<file path="src/rtl/calc_ctrl.sv">
`default_nettype none
// ============================================================================
// Module   : calc_ctrl
// Brief    : Push-button driven two-operand 8-bit calculator controller with
//            synchronizer/debouncer, capture FSM and registered display outputs.
// Revision : 1.0 - initial release
// ============================================================================
module calc_ctrl #(
    parameter int DEBOUNCE_CYCLES = 16
) (
    input  logic       clk,
    input  logic       reset,
    input  logic [7:0] sw,
    input  logic [1:0] op,
    input  logic       push,
    input  logic       clr,
    output logic [7:0] x,
    output logic       enable,
    output logic [2:0] state_o,
    output logic       ovf
);

    localparam int c_CW = $clog2(DEBOUNCE_CYCLES + 1);
    localparam logic [c_CW-1:0] c_CNT_LAST = c_CW'(DEBOUNCE_CYCLES - 1);

    typedef enum logic [2:0] {
        IDLE    = 3'b000,
        ENTER_A = 3'b001,
        ENTER_B = 3'b010,
        COMPUTE = 3'b011,
        SHOW    = 3'b100
    } state_t;

    logic [1:0]      r_sync;
    logic            r_db;
    logic            r_db_d;
    logic            r_evt;
    logic [c_CW-1:0] r_cnt;

    state_t     r_state, w_state_n;
    logic [7:0] r_a, w_a_n;
    logic [7:0] r_b, w_b_n;
    logic [1:0] r_opr, w_opr_n;
    logic [7:0] r_r, w_r_n;
    logic       r_ovf, w_ovf_n;
    logic [7:0] r_x, w_x_n;
    logic       r_en, w_en_n;
    logic [7:0] w_sum, w_dif;

    // Input conditioning; the event is taken one cycle after db rises.
    always_ff @(posedge clk) begin
        if (reset) begin
            r_sync <= 2'b00;
            r_db   <= 1'b0;
            r_db_d <= 1'b0;
            r_evt  <= 1'b0;
            r_cnt  <= '0;
        end else begin
            r_sync <= {r_sync[0], push};
            if (r_sync[1] != r_db) begin
                if (r_cnt == c_CNT_LAST) begin
                    r_db  <= r_sync[1];
                    r_cnt <= '0;
                end else begin
                    r_cnt <= r_cnt + 1'b1;
                end
            end else begin
                r_cnt <= '0;
            end
            r_db_d <= r_db;
            r_evt  <= r_db & ~r_db_d;
        end
    end

    assign w_sum = r_a + r_b;
    assign w_dif = r_a - r_b;

    always_comb begin
        w_state_n = r_state;
        w_a_n     = r_a;
        w_b_n     = r_b;
        w_opr_n   = r_opr;
        w_r_n     = r_r;
        w_ovf_n   = r_ovf;
        if (clr && (r_state != IDLE)) begin
            w_state_n = ENTER_A;
            w_a_n     = 8'd0;
            w_b_n     = 8'd0;
            w_r_n     = 8'd0;
            w_ovf_n   = 1'b0;
        end else begin
            case (r_state)
                IDLE:    if (r_evt) w_state_n = ENTER_A;
                ENTER_A: if (r_evt) begin
                    w_a_n     = sw;
                    w_state_n = ENTER_B;
                end
                ENTER_B: if (r_evt) begin
                    w_b_n     = sw;
                    w_opr_n   = op;
                    w_state_n = COMPUTE;
                end
                COMPUTE: begin
                    w_state_n = SHOW;
                    case (r_opr)
                        2'b00: begin
                            w_r_n   = w_sum;
                            w_ovf_n = (r_a[7] == r_b[7]) & (w_sum[7] != r_a[7]);
                        end
                        2'b01: begin
                            w_r_n   = w_dif;
                            w_ovf_n = (r_a[7] != r_b[7]) & (w_dif[7] != r_a[7]);
                        end
                        2'b10: begin
                            w_r_n   = r_a & r_b;
                            w_ovf_n = 1'b0;
                        end
                        default: begin
                            w_r_n   = r_a | r_b;
                            w_ovf_n = 1'b0;
                        end
                    endcase
                end
                SHOW:    if (r_evt) w_state_n = ENTER_A;
                default: w_state_n = IDLE;
            endcase
        end

        // Display reflects the state being entered at this edge.
        w_x_n  = 8'd0;
        w_en_n = 1'b0;
        case (w_state_n)
            ENTER_A, ENTER_B: begin
                w_x_n  = sw;
                w_en_n = 1'b1;
            end
            SHOW: begin
                w_x_n  = w_r_n;
                w_en_n = 1'b1;
            end
            default: begin
                w_x_n  = 8'd0;
                w_en_n = 1'b0;
            end
        endcase
    end

    always_ff @(posedge clk) begin
        if (reset) begin
            r_state <= IDLE;
            r_a     <= 8'd0;
            r_b     <= 8'd0;
            r_opr   <= 2'b00;
            r_r     <= 8'd0;
            r_ovf   <= 1'b0;
            r_x     <= 8'd0;
            r_en    <= 1'b0;
        end else begin
            r_state <= w_state_n;
            r_a     <= w_a_n;
            r_b     <= w_b_n;
            r_opr   <= w_opr_n;
            r_r     <= w_r_n;
            r_ovf   <= w_ovf_n;
            r_x     <= w_x_n;
            r_en    <= w_en_n;
        end
    end

    assign x       = r_x;
    assign enable  = r_en;
    assign state_o = r_state;
    assign ovf     = r_ovf;

endmodule
`default_nettype wire
</file>
<file path="config.mk">
export PLATFORM = sky130hd
export DESIGN_NAME = calc_ctrl
export DESIGN_NICKNAME = d
export VERILOG_FILES = /design/src/rtl/calc_ctrl.sv
export SDC_FILE = /design/constraint.sdc
export NUM_CORES = 1
export LEC_CHECK = 0
export ABC_CLOCK_PERIOD_IN_PS = 2600
export CAP_MARGIN = 25
export CELL_PAD_IN_SITES_DETAIL_PLACEMENT = 1
export CELL_PAD_IN_SITES_GLOBAL_PLACEMENT = 1
export CORE_MARGIN = 1
export CORE_UTILIZATION = 35
export CTS_BUF_LIST = sky130_fd_sc_hd__clkbuf_16
export DETAILED_ROUTE_END_ITERATION = 8
export HOLD_SLACK_MARGIN = 0.08
export PLACE_DENSITY = 0.66
export SYNTH_ARGS = -nofsm -noshare
export SYNTH_HDL_FRONTEND = slang
export SYNTH_SLANG_ARGS = --single-unit
</file>
<file path="constraint.sdc">
create_clock -name clk -period 2.6 [get_ports clk]
set_input_delay 0.65 -clock clk [delete_from_list [all_inputs] [get_ports clk]]
set_output_delay 0.65 -clock clk [all_outputs]
set_load 0.01 [all_outputs]
</file>
-- Word level (Yosys, flattened, before mapping)
Index checks and enable logic that the tools add are counted.
- div/mod/pow operators: 0
- bitwise operators: 8
- $mul: 0
- add/sub/neg operators: 3
- shifts and indexed selects: 0
- magnitude comparators: 0
- eq/ne operators: 15
- multiplexer cells: 11
- reduce and logical (&&, ||, !) cells: 13
- operators with widths (cell ; number):
    one-hot mux 8 bit (3 select lines) ; 1
    two-way mux 8 bit ; 2
    one-hot mux 8 bit (2 select lines) ; 1
    two-way mux 3 bit ; 4
    one-hot mux 3 bit (4 select lines) ; 1
    equality test 3 x 2 -> 1 bit (second input constant) ; 3
    adder 8 bit ; 1
    AND 8 bit ; 1
    bitwise OR 8 bit ; 1
    subtractor 8 bit ; 1
    equality test 3 x 1 -> 1 bit (second input constant) ; 2
    equality test 3 bit (second input constant) ; 2
    AND reduction 2 bit ; 3
    OR reduction 2 bit ; 3
    OR reduction 3 bit ; 2
    adder 5 x 1 -> 5 bit (second input constant) ; 1
    equality test 5 x 4 -> 1 bit (second input constant) ; 1
    inequality test 1 bit ; 4
    AND 1 bit ; 3
    zero test 3 bit ; 1
    NOT 1 bit ; 3
    AND reduction 3 bit ; 1
    nonzero test 3 bit ; 1
    equality test 2 x 1 -> 1 bit (second input constant) ; 1
    other kinds (6) ; 6
- memories kept: 0
- register bits after elaboration: 49
- latch bits: 0
- logic and storage cells: 63
- ROM bits: 0
- output and inout bits: 13
- memory bits (writable): 0

-- Depth between registers and ports, before layout
Gate-level depths: netlist of run 1.
- word-level depth: 7
- depth in mapped cells: 9
- gate-level depth less buffers: 9

-- Worst setup path after synthesis of run 1
OpenSTA, ideal clock, no wires.
- path type: register to register
- from: reg r_a[0]
- to: reg r_x[4] (netlist: x[4])
- setup slack: 0.647 ns
- stages on the path, launching flop included: 10
- arrival time: 1.835 ns
- period minus slack after synthesis: 1.953 ns
- buffers on the path: 0
- data required time: 2.483 ns
- cells stage by stage: dfxtp_1 > inv_1 > ha_1 > fa_1 > o21bai_1 > a21oi_1 > a21oi_1 > xnor2_1 > o21ai_1 > a32o_1
- word-level cells in the longest chain between the ends: 5
- elaborated cells between the ends (all ways): 6
- those cells by class: add/sub: 2; mux: 4
- ends and longest elaborated chain (element ; line ; text):
    from (decl) ; 41 ; logic [7:0] r_a, w_a_n;
    from (signal assigned) ; 160 ; r_a <= w_a_n;
    subtractor 8 bit or adder 8 bit (tied branches) ; 76, 75 ;
    one-hot mux 8 bit (3 select lines) (*) ; 105 ; case (r_opr)
    two-way mux 8 bit (*) ; 92 ; case (r_state)
    two-way mux 8 bit (*) ; 85 ; if (clr && (r_state != IDLE)) begin
    one-hot mux 8 bit (2 select lines) (*) ; 132 ; case (w_state_n)
    to (signal assigned) ; 165 ; r_x <= w_x_n;
    to (decl) ; 46 ; logic [7:0] r_x, w_x_n;
Mark *: on every way between the ends. The rest lies on a longest branch, timed or not.
A chain may end at the register's enable or synchronous reset.

-- Worst setup path after layout of run 1
- from: reg r_a[0]
- to: reg r_r[6]
- word-level cells in the longest chain between the ends: 4
- elaborated cells between the ends (all ways): 5
- those cells by class: add/sub: 2; mux: 3
- ends and longest elaborated chain (element ; line ; text):
    subtractor 8 bit or adder 8 bit (tied branches) ; 76, 75 ;
    one-hot mux 8 bit (3 select lines) (*) ; 105 ;
    two-way mux 8 bit (*) ; 92 ;
    two-way mux 8 bit (*) ; 85 ;
    to (signal assigned) ; 163 ; r_r <= w_r_n;
    to (decl) ; 44 ; logic [7:0] r_r, w_r_n;
Marked as above.

==> results of run 1 <==
[cell type report]
type                            count  area share, %
Clock inverter                      3          0.571
Multi-Input combinational cell    270           51.4
Inverter                           23           2.46
Tap cell                          105           3.74
Sequential cell                    49           28.0
Timing Repair Buffer               38           10.3
Clock buffer                        5           3.57
[metal layers]
metal / global-route usage [%] / routed length (µm) / vias up / part of all wire [%]
met4: 3.72 / 68 / 0 / 0.85
met3: 2.51 / 227 / 6 / 2.8
met1: 27.2 / 3950 / 1251 / 49
met2: 33.2 / 3760 / 34 / 47
met5: 0 / 0 / - / 0
li1: - / - / 1302 / -
[sequential cells by signal, indices dropped and copies added (netlist names)]
name / count
r_a: 8
r_b: 8
r_r: 8
x: 8
r_cnt: 5
state_o: 3
r_opr: 2
r_sync: 2
enable: 1
ovf: 1
r_db: 1
r_db_d: 1
r_evt: 1
[power groups by stage]
stage | Clock (mW) | Sequential (mW) | Combinational [mW]
5_1_grt | 0.700 | 0.753 | 0.0541
3_5_place_dp | 0 | 0.770 | 0.0495
6_report | 0.656 | 0.753 | 0.0493
2_1_floorplan | 0 | 0.770 | 0.0130
4_1_cts | 0.675 | 0.753 | 0.0497
3_3_place_gp | 0 | 0.770 | 0.0496
[logic make-up after synthesis]
| kind of cell | synth area share (%) |
|---|---|
| buffers and inverters | 6.00 |
| adders and majority gates | 11.9 |
| AOI/OAI and AO/OA | 23.4 |
| DFF | 33.1 |
| and+or+nand+nor | 21.1 |
| xor gates and xnor gates | 2.37 |
| muxes | 2.11 |
[layout by cell type, fill, tap and decap left out, types with 3 or more instances in the layout]
master,n
a211oi_1,7
a21oi_1,40
a22o_1,3
a31oi_1,3
and3_1,3
buf_4,11
clkbuf_16,5
clkdlybuf4s50_1,26
dfxtp_1,49
ha_1,25
inv_1,22
mux2i_1,4
nand2_1,48
nand3_1,10
nand3b_1,4
nor2_1,28
nor2b_1,8
nor3_1,4
o21ai_0,11
o21ai_1,9
o21bai_1,4
xnor2_1,6
[final timing paths]
check,startpoint,endpoint,depth (start not counted)
setup / recovery,r_a[0],r_r[6],9
hold / removal,r_db_d,r_evt,1
setup reg to reg,r_a[0],r_r[6],9
hold reg to reg,r_db_d,r_evt,1
[metrics by stage]
| stage | worst slack [ps] | instance area, µm² | hold WS [ps] | cells |
|---|---|---|---|---|
| floorplan | 647 | 2960 | 367 | 360 |
| global placement | 404 | 3360 | 371 | 485 |
| detailed placement | 347 | 3360 | 378 | 485 |
| CTS | 322 | 3510 | 389 | 493 |
| global route | 125 | 3510 | 403 | 493 |
| finish | 337 | 3510 | 384 | 493 |
==> key figures, run 1 <==
Outcome
  • Outcome: complete, no violations

Floorplanning
  • FP Rows: 33
  • Core footprint: 0.00822 mm²
  • Die height: 94.0 µm
  • Die W: 94.0 µm
  • Num ports: 27
  • Initial Util: 36.0%
  • Die footprint: 0.00883 mm²

Detailed routing
  • Pre-Repair DR Iteration Count: 4
  • Detailed Route WL: 8.01 mm
  • Avg Vias per Cell: 5.26
  • Antenna-violating nets left: 0
  • Routed WL per cell: 16.2 µm
  • DRC viols: 0
  • Initial DRC Count: 132
  • Total vias in the final route: 2593

Synth
  • Yosys reg bits: 49
  • Top-count cell post-synth: dfxtp_1
  • Main area contributors after synthesis: dfxtp_1 (33%), ha_1 (11%), a21oi_1 (6.8%)
  • Post-synth EDFFs: 0
  • Syn nets: 401
  • Top_reg_cell synth: dfxtp_1
  • Share of the yosys chip area belonging to registers: 33.1%
  • Netlist Area Pre-Place: 0.00296 mm²
  • Post-synth top cells: dfxtp_1 (49), nand2_1 (48), a21oi_1 (40)
  • Syn. warnings: 0
  • Mapped Cells: 360
  • Async SR Flop Fraction: 0%
  • Avg Synthesized Cell Area: 8.22 µm²
  • Synth top area share: 33.1%
  • Leading area contributor after synthesis: dfxtp_1
  • Post-synth cell types: 68

Clock tree
  • CTS clk-pin slew, worst paths: 70 ps
  • Post-CTS sizing: 0
  • Setup bufs post-CTS: 0
  • H-tree levels: 2
  • Sink Count: 49
  • CTS tree: built
  • Clock buffer count from CTS: 5
  • Clock Path Buffers: 2
  • Root buf cell: clkbuf_16
  • Worst skew pair latency: 290 ps
  • Hold Buf Count CTS: 0

Timing
  • RSZ-0062 raised after global routing: false
  • Sum Neg Setup Slack: 0 ps
  • Min cycle time layout: 2260 ps
  • Max-slew headroom: 55.9%
  • Final Hold Fails: 0
  • Worst Skew: 6.38 ps
  • Worst slew pin tran: 661 ps
  • Finish-stage setup viols: 0
  • Slew Viols, Final: 0
  • Final Cycle Share: 87.0%
  • F_max: 442 MHz

Worst setup path
  • Kind of end point of the critical path: flip-flop
  • CP arrival: 2480 ps
  • Worst EP required: 2820 ps
  • Crit path max-delay cell type: fa_1
  • Critical path class: reg -> reg
  • CP max FO: 3
  • CP startpoint kind: flip-flop
  • Crit-path cells: inv_1 > ha_1 > fa_1 > o21bai_1 > a221oi_1 > or3_1 > nand3_1 > a22oi_1 > a21oi_1
  • CP Buf/Inv Count: 1
  • CP top delay family: adder cells
  • Slowest stage delay, CP: 420 ps
  • R2r setup slk: 340 ps

Placed design
  • DP HPWL: 5.97 mm
  • RD Place Congestion: 0.804
  • I/O Buffers: 26

Pwr
  • Combinational share of power: 3.4%
  • Switch Pwr: 0.323 mW
  • Seq pwr share: 51.6%
  • Total Power: 1.46 mW
  • Power Density: 415 mW/mm²
  • Leak: 1.26 nW
  • VDD IR max: 0.000261 V
  • Net Sw Frac: 22.2%
  • Cell-internal power: 1.13 mW
  • Power share of the clock group: 45.0%

GRT
  • Total GRT Usage: 19.8%
  • GR Overflow Total: 0
  • Initial antenna violation count: 0
  • Global-route wire length before repair: 13.3 mm
  • Vias in the first global route: 2591
  • Largest net degree at the start of global routing: 24

Cells and area
  • # diodes: 0
  • Fill count: 997
  • Share of post-route cells with drive strength above 1: 9.02%
  • Util after Layout: 42.7%
  • Footprint of the multi-input gates: 0.00180 mm²
  • Area Growth Syn to Fin: 18.5%
  • Sequential cell area: 981 µm²
  • Nets@finish: 428

Flow run
  • Max-cap violations: 0

Worst hold path
  • HP Class: reg -> reg
No activity file was read; power rests on OpenSTA's default activity.
==> inputs of run 2 (changes only) <==
--- a/config.mk
+++ b/config.mk
@@ -12,6 +12,7 @@
 export CORE_MARGIN = 1
 export CORE_UTILIZATION = 35
 export CTS_BUF_LIST = sky130_fd_sc_hd__clkbuf_16
+export CTS_CLUSTER_SIZE = 20
 export DETAILED_ROUTE_END_ITERATION = 8
 export HOLD_SLACK_MARGIN = 0.08
 export PLACE_DENSITY = 0.66
==> constraint.sdc (replaced) <==
create_clock -name clk -period 2.6 [get_ports clk]
set_input_delay 0.26 -clock clk [delete_from_list [all_inputs] [get_ports clk]]
set_output_delay 0.26 -clock clk [all_outputs]
set_load 0.01 [all_outputs]
==> run 2 against run 1 <==
  * Critical endpoint is now ovf
  * Sequential share of layout area is 0.14 points lower
  * Clock power increased by 15%
  * Sequential cell count unchanged
  * Sequential power barely moved
  * Critical path depth shrank 1
  * Largest power group is now clock
  * Wire length increased by 7.0%
  * First-iteration DRC count down 15%
==> key figures, run 2 (synthesized netlist as in run 1, its figures left out) <==
Outcome
  • Outcome: complete, no violations

GRT
  • Total GRT Usage: 21.1%
  • Vias in the first global route: 2626
  • Initial antenna violation count: 0
  • GR Overflow Total: 0
  • Largest net degree at the start of global routing: 21
  • Global-route wire length before repair: 14.0 mm

Floorplanning
  • FP Rows: 33
  • Die W: 94.0 µm
  • Num ports: 27
  • Core footprint: 0.00822 mm²
  • Die footprint: 0.00883 mm²
  • Die height: 94.0 µm
  • Initial Util: 36.0%

Pwr
  • Leak: 1.28 nW
  • Power Density: 442 mW/mm²
  • VDD IR max: 0.000261 V

Clock tree
  • Setup bufs post-CTS: 0
  • Hold Buf Count CTS: 0
  • Clock buffer count from CTS: 5
  • Clock Path Buffers: 2
  • Worst skew pair latency: 290 ps
  • CTS tree: built
  • H-tree levels: 2
  • Post-CTS sizing: 0
  • Sink Count: 49
  • CTS clk-pin slew, worst paths: 70 ps
  • Root buf cell: clkbuf_16

Cells and area
  • Fill count: 976
  • Post-route cell area: 0.00353 mm²
  • Most frequent cells in the layout: dfxtp_1 (49), nand2_1 (48), a21oi_1 (40)
  • # diodes: 0
  • Nets@finish: 429
  • Share of post-route cells with drive strength above 1: 9.25%
  • Util after Layout: 42.9%
  • Sequential cell area: 981 µm²
  • Commonest non-fill, non-tap cell in the layout: dfxtp_1
  • Footprint of the multi-input gates: 0.00180 mm²
  • Area Growth Syn to Fin: 19.1%

Timing
  • F_max: 442 MHz
  • Min cycle time layout: 2260 ps
  • Finish-stage setup viols: 0
  • Sum Neg Setup Slack: 0 ps
  • Final Cycle Share: 87.1%
  • PnR worst setup slack: 336 ps
  • Final Hold Fails: 0
  • Worst Skew: 7.64 ps
  • RSZ-0062 raised after global routing: false
  • Max-slew headroom: 51.5%
  • Slew Viols, Final: 0
  • Worst slew pin tran: 727 ps
  • Final hold slack: 391 ps

Detailed routing
  • Total vias in the final route: 2624
  • Antenna-violating nets left: 0
  • Initial DRC Count: 112
  • Avg Vias per Cell: 5.31
  • Routed WL per cell: 17.3 µm
  • Detailed Route WL: 8.57 mm
  • Pre-Repair DR Iteration Count: 5
  • DRC viols: 0

Worst hold path
  • Origin of the worst min-delay path: r_db_d
  • Worst Hold End: r_evt
  • WHS Path Cells: 1
  • HP Class: reg -> reg

Worst setup path
  • Crit Reg-Reg Startpoint: r_a[1]
  • Kind of end point of the critical path: flip-flop
  • Worst EP required: 2780 ps
  • Worst reg2reg path depth: 8
  • Critical path class: reg -> reg
  • CP startpoint kind: flip-flop
  • CP arrival: 2450 ps
  • Worst r2r dst: ovf
  • CP max FO: 5
  • R2r setup slk: 340 ps

Placed design
  • RD Place Congestion: 0.823
  • I/O Buffers: 26
  • DP Area: 0.00336 mm²
  • Place WS: 361 ps
  • DP HPWL: 6.35 mm

Flow run
  • Max-cap violations: 0
## run 2: worst max path at each step
stage / slack [ps] / end / startpoint / depth (start not counted)
finish: 340 / ovf / r_a[1] / 8
global route: 120 / ovf / r_a[1] / 8
CTS: 310 / ovf / r_a[1] / 8
detailed placement: 360 / ovf / r_a[1] / 8
global placement: 450 / ovf / r_a[1] / 8
floorplan: 650 / x[4] / r_a[0] / 9
## run 2: routing by layer
| metal | vias to the layer above | track usage, % | wire length (µm) | share of wire, % |
|---|---|---|---|---|
| met5 | - | 0 | 0 | 0 |
| met4 | 0 | 4.23 | 68 | 0.79 |
| met3 | 5 | 3.24 | 313 | 3.7 |
| met2 | 43 | 35.1 | 4080 | 48 |
| met1 | 1274 | 28.6 | 4110 | 48 |
| li1 | 1302 | - | - | - |
## run 2: per-stage QoR
step | instances | total power, mW
detailed placement | 486 | 0.820
CTS | 494 | 1.57
global placement | 486 | 0.819
global route | 494 | 1.60
floorplan | 360 | 0.783
finish | 494 | 1.56
## run 2: worst max-delay path: stages, from the launching register on
cell and delay (ps):
dfxtp_1 440, inv_1 120, ha_1 350, a211oi_1 230, o21bai_1 190, o21ai_0 320
xnor2_1 170, a2bb2oi_1 100, o41ai_2 240
## run 2: where the power goes
| part | total (mW) | internal [mW] | switching (mW) |
|---|---|---|---|
| sequential | 0.753 | 0.752 | 0.000876 |
| clock | 0.756 | 0.453 | 0.303 |
| combinational | 0.0492 | 0.0243 | 0.0250 |
| total | 1.56 | 1.23 | 0.329 |
## run 2: final cells by class
| cell class | count | area share [%] |
|---|---|---|
| clock buffers | 5 | 3.55 |
| well taps | 105 | 3.73 |
| inverters | 23 | 2.45 |
| multi-input cells | 270 | 51.1 |
| flip-flops and latches | 49 | 27.8 |
| repair buffers | 39 | 10.1 |
| clock inverters | 3 | 1.21 |
==> inputs of run 3 (changes only) <==
--- a/config.mk
+++ b/config.mk
@@ -15,7 +15,7 @@
 export CTS_CLUSTER_SIZE = 20
 export DETAILED_ROUTE_END_ITERATION = 8
 export HOLD_SLACK_MARGIN = 0.08
-export PLACE_DENSITY = 0.66
+export PLACE_DENSITY = 0.79
 export SYNTH_ARGS = -nofsm -noshare
 export SYNTH_HDL_FRONTEND = slang
 export SYNTH_SLANG_ARGS = --single-unit
==> run 3 against run 2 <==
  * Sequential share of layout area rose by 0.28 points
  * Maximum frequency up 1.2%
  * Sequential cell count did not move
  * Register-to-register slack better by 30 ps
  * Wire length is 0.92% lower
  * Highest routed layer unchanged
==> key figures, run 3 (synthesized netlist as in run 1, its figures left out) <==
GRT
  • Global-route wire length before repair: 13.9 mm
  • Largest net degree at the start of global routing: 24
  • Initial antenna violation count: 0
  • GR Overflow Total: 0
  • Vias in the first global route: 2815
  • Total GRT Usage: 20.6%

Worst hold path
  • WHS Path Cells: 1
  • HP Class: reg -> reg

Worst setup path
  • Critical path class: reg -> reg
  • Critical path depth in cells: 8
  • CP arrival: 2440 ps
  • CP top delay family: compound AO/OA/AOI/OAI gates
  • Crit path max-delay cell type: dfxtp_1
  • Worst reg2reg path depth: 8
  • Kind of end point of the critical path: flip-flop
  • CP startpoint kind: flip-flop
  • Crit-path cells: inv_1 > ha_1 > a211oi_1 > o21bai_1 > o21ai_0 > xnor2_1 > a2bb2oi_1 > o41ai_2
  • Slowest stage delay, CP: 440 ps
  • Worst EP required: 2800 ps
  • CP Buf/Inv Count: 1
  • CP max FO: 5

Clock tree
  • Sink Count: 49
  • Hold Buf Count CTS: 0
  • Root buf cell: clkbuf_16
  • Worst skew pair latency: 290 ps
  • CTS clk-pin slew, worst paths: 70 ps
  • Clock Path Buffers: 2
  • Post-CTS sizing: 0
  • Clock buffer count from CTS: 5
  • Setup bufs post-CTS: 0
  • H-tree levels: 2
  • CTS tree: built

Floorplanning
  • Num ports: 27
  • Die W: 94.0 µm
  • Die footprint: 0.00883 mm²
  • Die height: 94.0 µm
  • Initial Util: 36.0%
  • Core footprint: 0.00822 mm²
  • FP Rows: 33

Placed design
  • Placed insts: 483
  • I/O Buffers: 26
  • RD Place Congestion: 0.870
  • DP HPWL: 6.15 mm
  • Place WS: 410 ps
  • DP Area: 0.00335 mm²

Pwr
  • Total Power: 1.45 mW
  • Leak: 1.26 nW
  • VDD IR max: 0.000251 V
  • Power Density: 416 mW/mm²

Timing
  • Min cycle time layout: 2240 ps
  • Slew Viols, Final: 0
  • Final Hold Fails: 0
  • Worst Skew: 4.18 ps
  • F_max: 447 MHz
  • Final Cycle Share: 86.1%
  • Finish-stage setup viols: 0
  • PnR worst setup slack: 362 ps
  • Worst slew pin tran: 768 ps
  • Sum Neg Setup Slack: 0 ps
  • Max-slew headroom: 48.6%
  • RSZ-0062 raised after global routing: false

Cells and area
  • Post-route cell area: 0.00349 mm²
  • Commonest non-fill, non-tap cell in the layout: dfxtp_1
  • Nets@finish: 426
  • Share of post-route cells with drive strength above 1: 8.55%
  • Most frequent cells in the layout: dfxtp_1 (49), nand2_1 (48), a21oi_1 (40)
  • Non-Filler Instances: 491
  • # diodes: 0
  • Area Growth Syn to Fin: 17.9%

Flow run
  • Max-cap violations: 0

Detailed routing
  • Avg Vias per Cell: 5.56
  • Pre-Repair DR Iteration Count: 4
  • Antenna-violating nets left: 0
  • Initial DRC Count: 136
  • Total vias in the final route: 2731
  • Routed WL per cell: 17.3 µm
  • DRC viols: 0
  • Detailed Route WL: 8.49 mm

Outcome
  • Outcome: complete, no violations
==> run 3: changes by cell type in the layout (fill, tap and decap cells not counted) <==
cell / before / now
clkinv_2: 0 / 1
clkinv_1: 0 / 1
buf_12: 0 / 1
inv_1: 23 / 22
buf_4: 13 / 9
bufinv_16: 1 / 0
==> run 3: final cells by class <==
type,count,area (µm²)
well taps,105,131
multi-input cells,270,1800
clock inverters,3,17.5
flip-flops and latches,49,981
fillers,976,4730
inverters,23,86.3
repair buffers,36,348
clock buffers,5,125
==> run 3: per-stage QoR <==
step | util, % | hold slack [ps]
finish | 42.5 | 392
detailed placement | 40.7 | 382
global route | 42.5 | 419
CTS | 42.5 | 393
global placement | 40.7 | 377
floorplan | - | 367
==> run 3: worst paths after layout <==
kind | from | slack (ps) | end
setup / recovery | r_a[1] | 360 | ovf
hold / removal | r_db_d | 390 | r_evt
setup reg to reg | r_a[1] | 360 | ovf
hold reg to reg | r_db_d | 390 | r_evt
==> run 3: where the power goes <==
group	internal [mW]	switching (mW)
clock network	0.354	0.297
logic	0.0254	0.0238
registers	0.752	0.00100
total	1.13	0.322
==> run 3: metal layers <==
metal / routed length [µm] / track usage, %
met5: 0 / 0
met2: 4180 / 35.8
met1: 3800 / 26.0
met3: 342 / 2.43
met4: 176 / 7.31
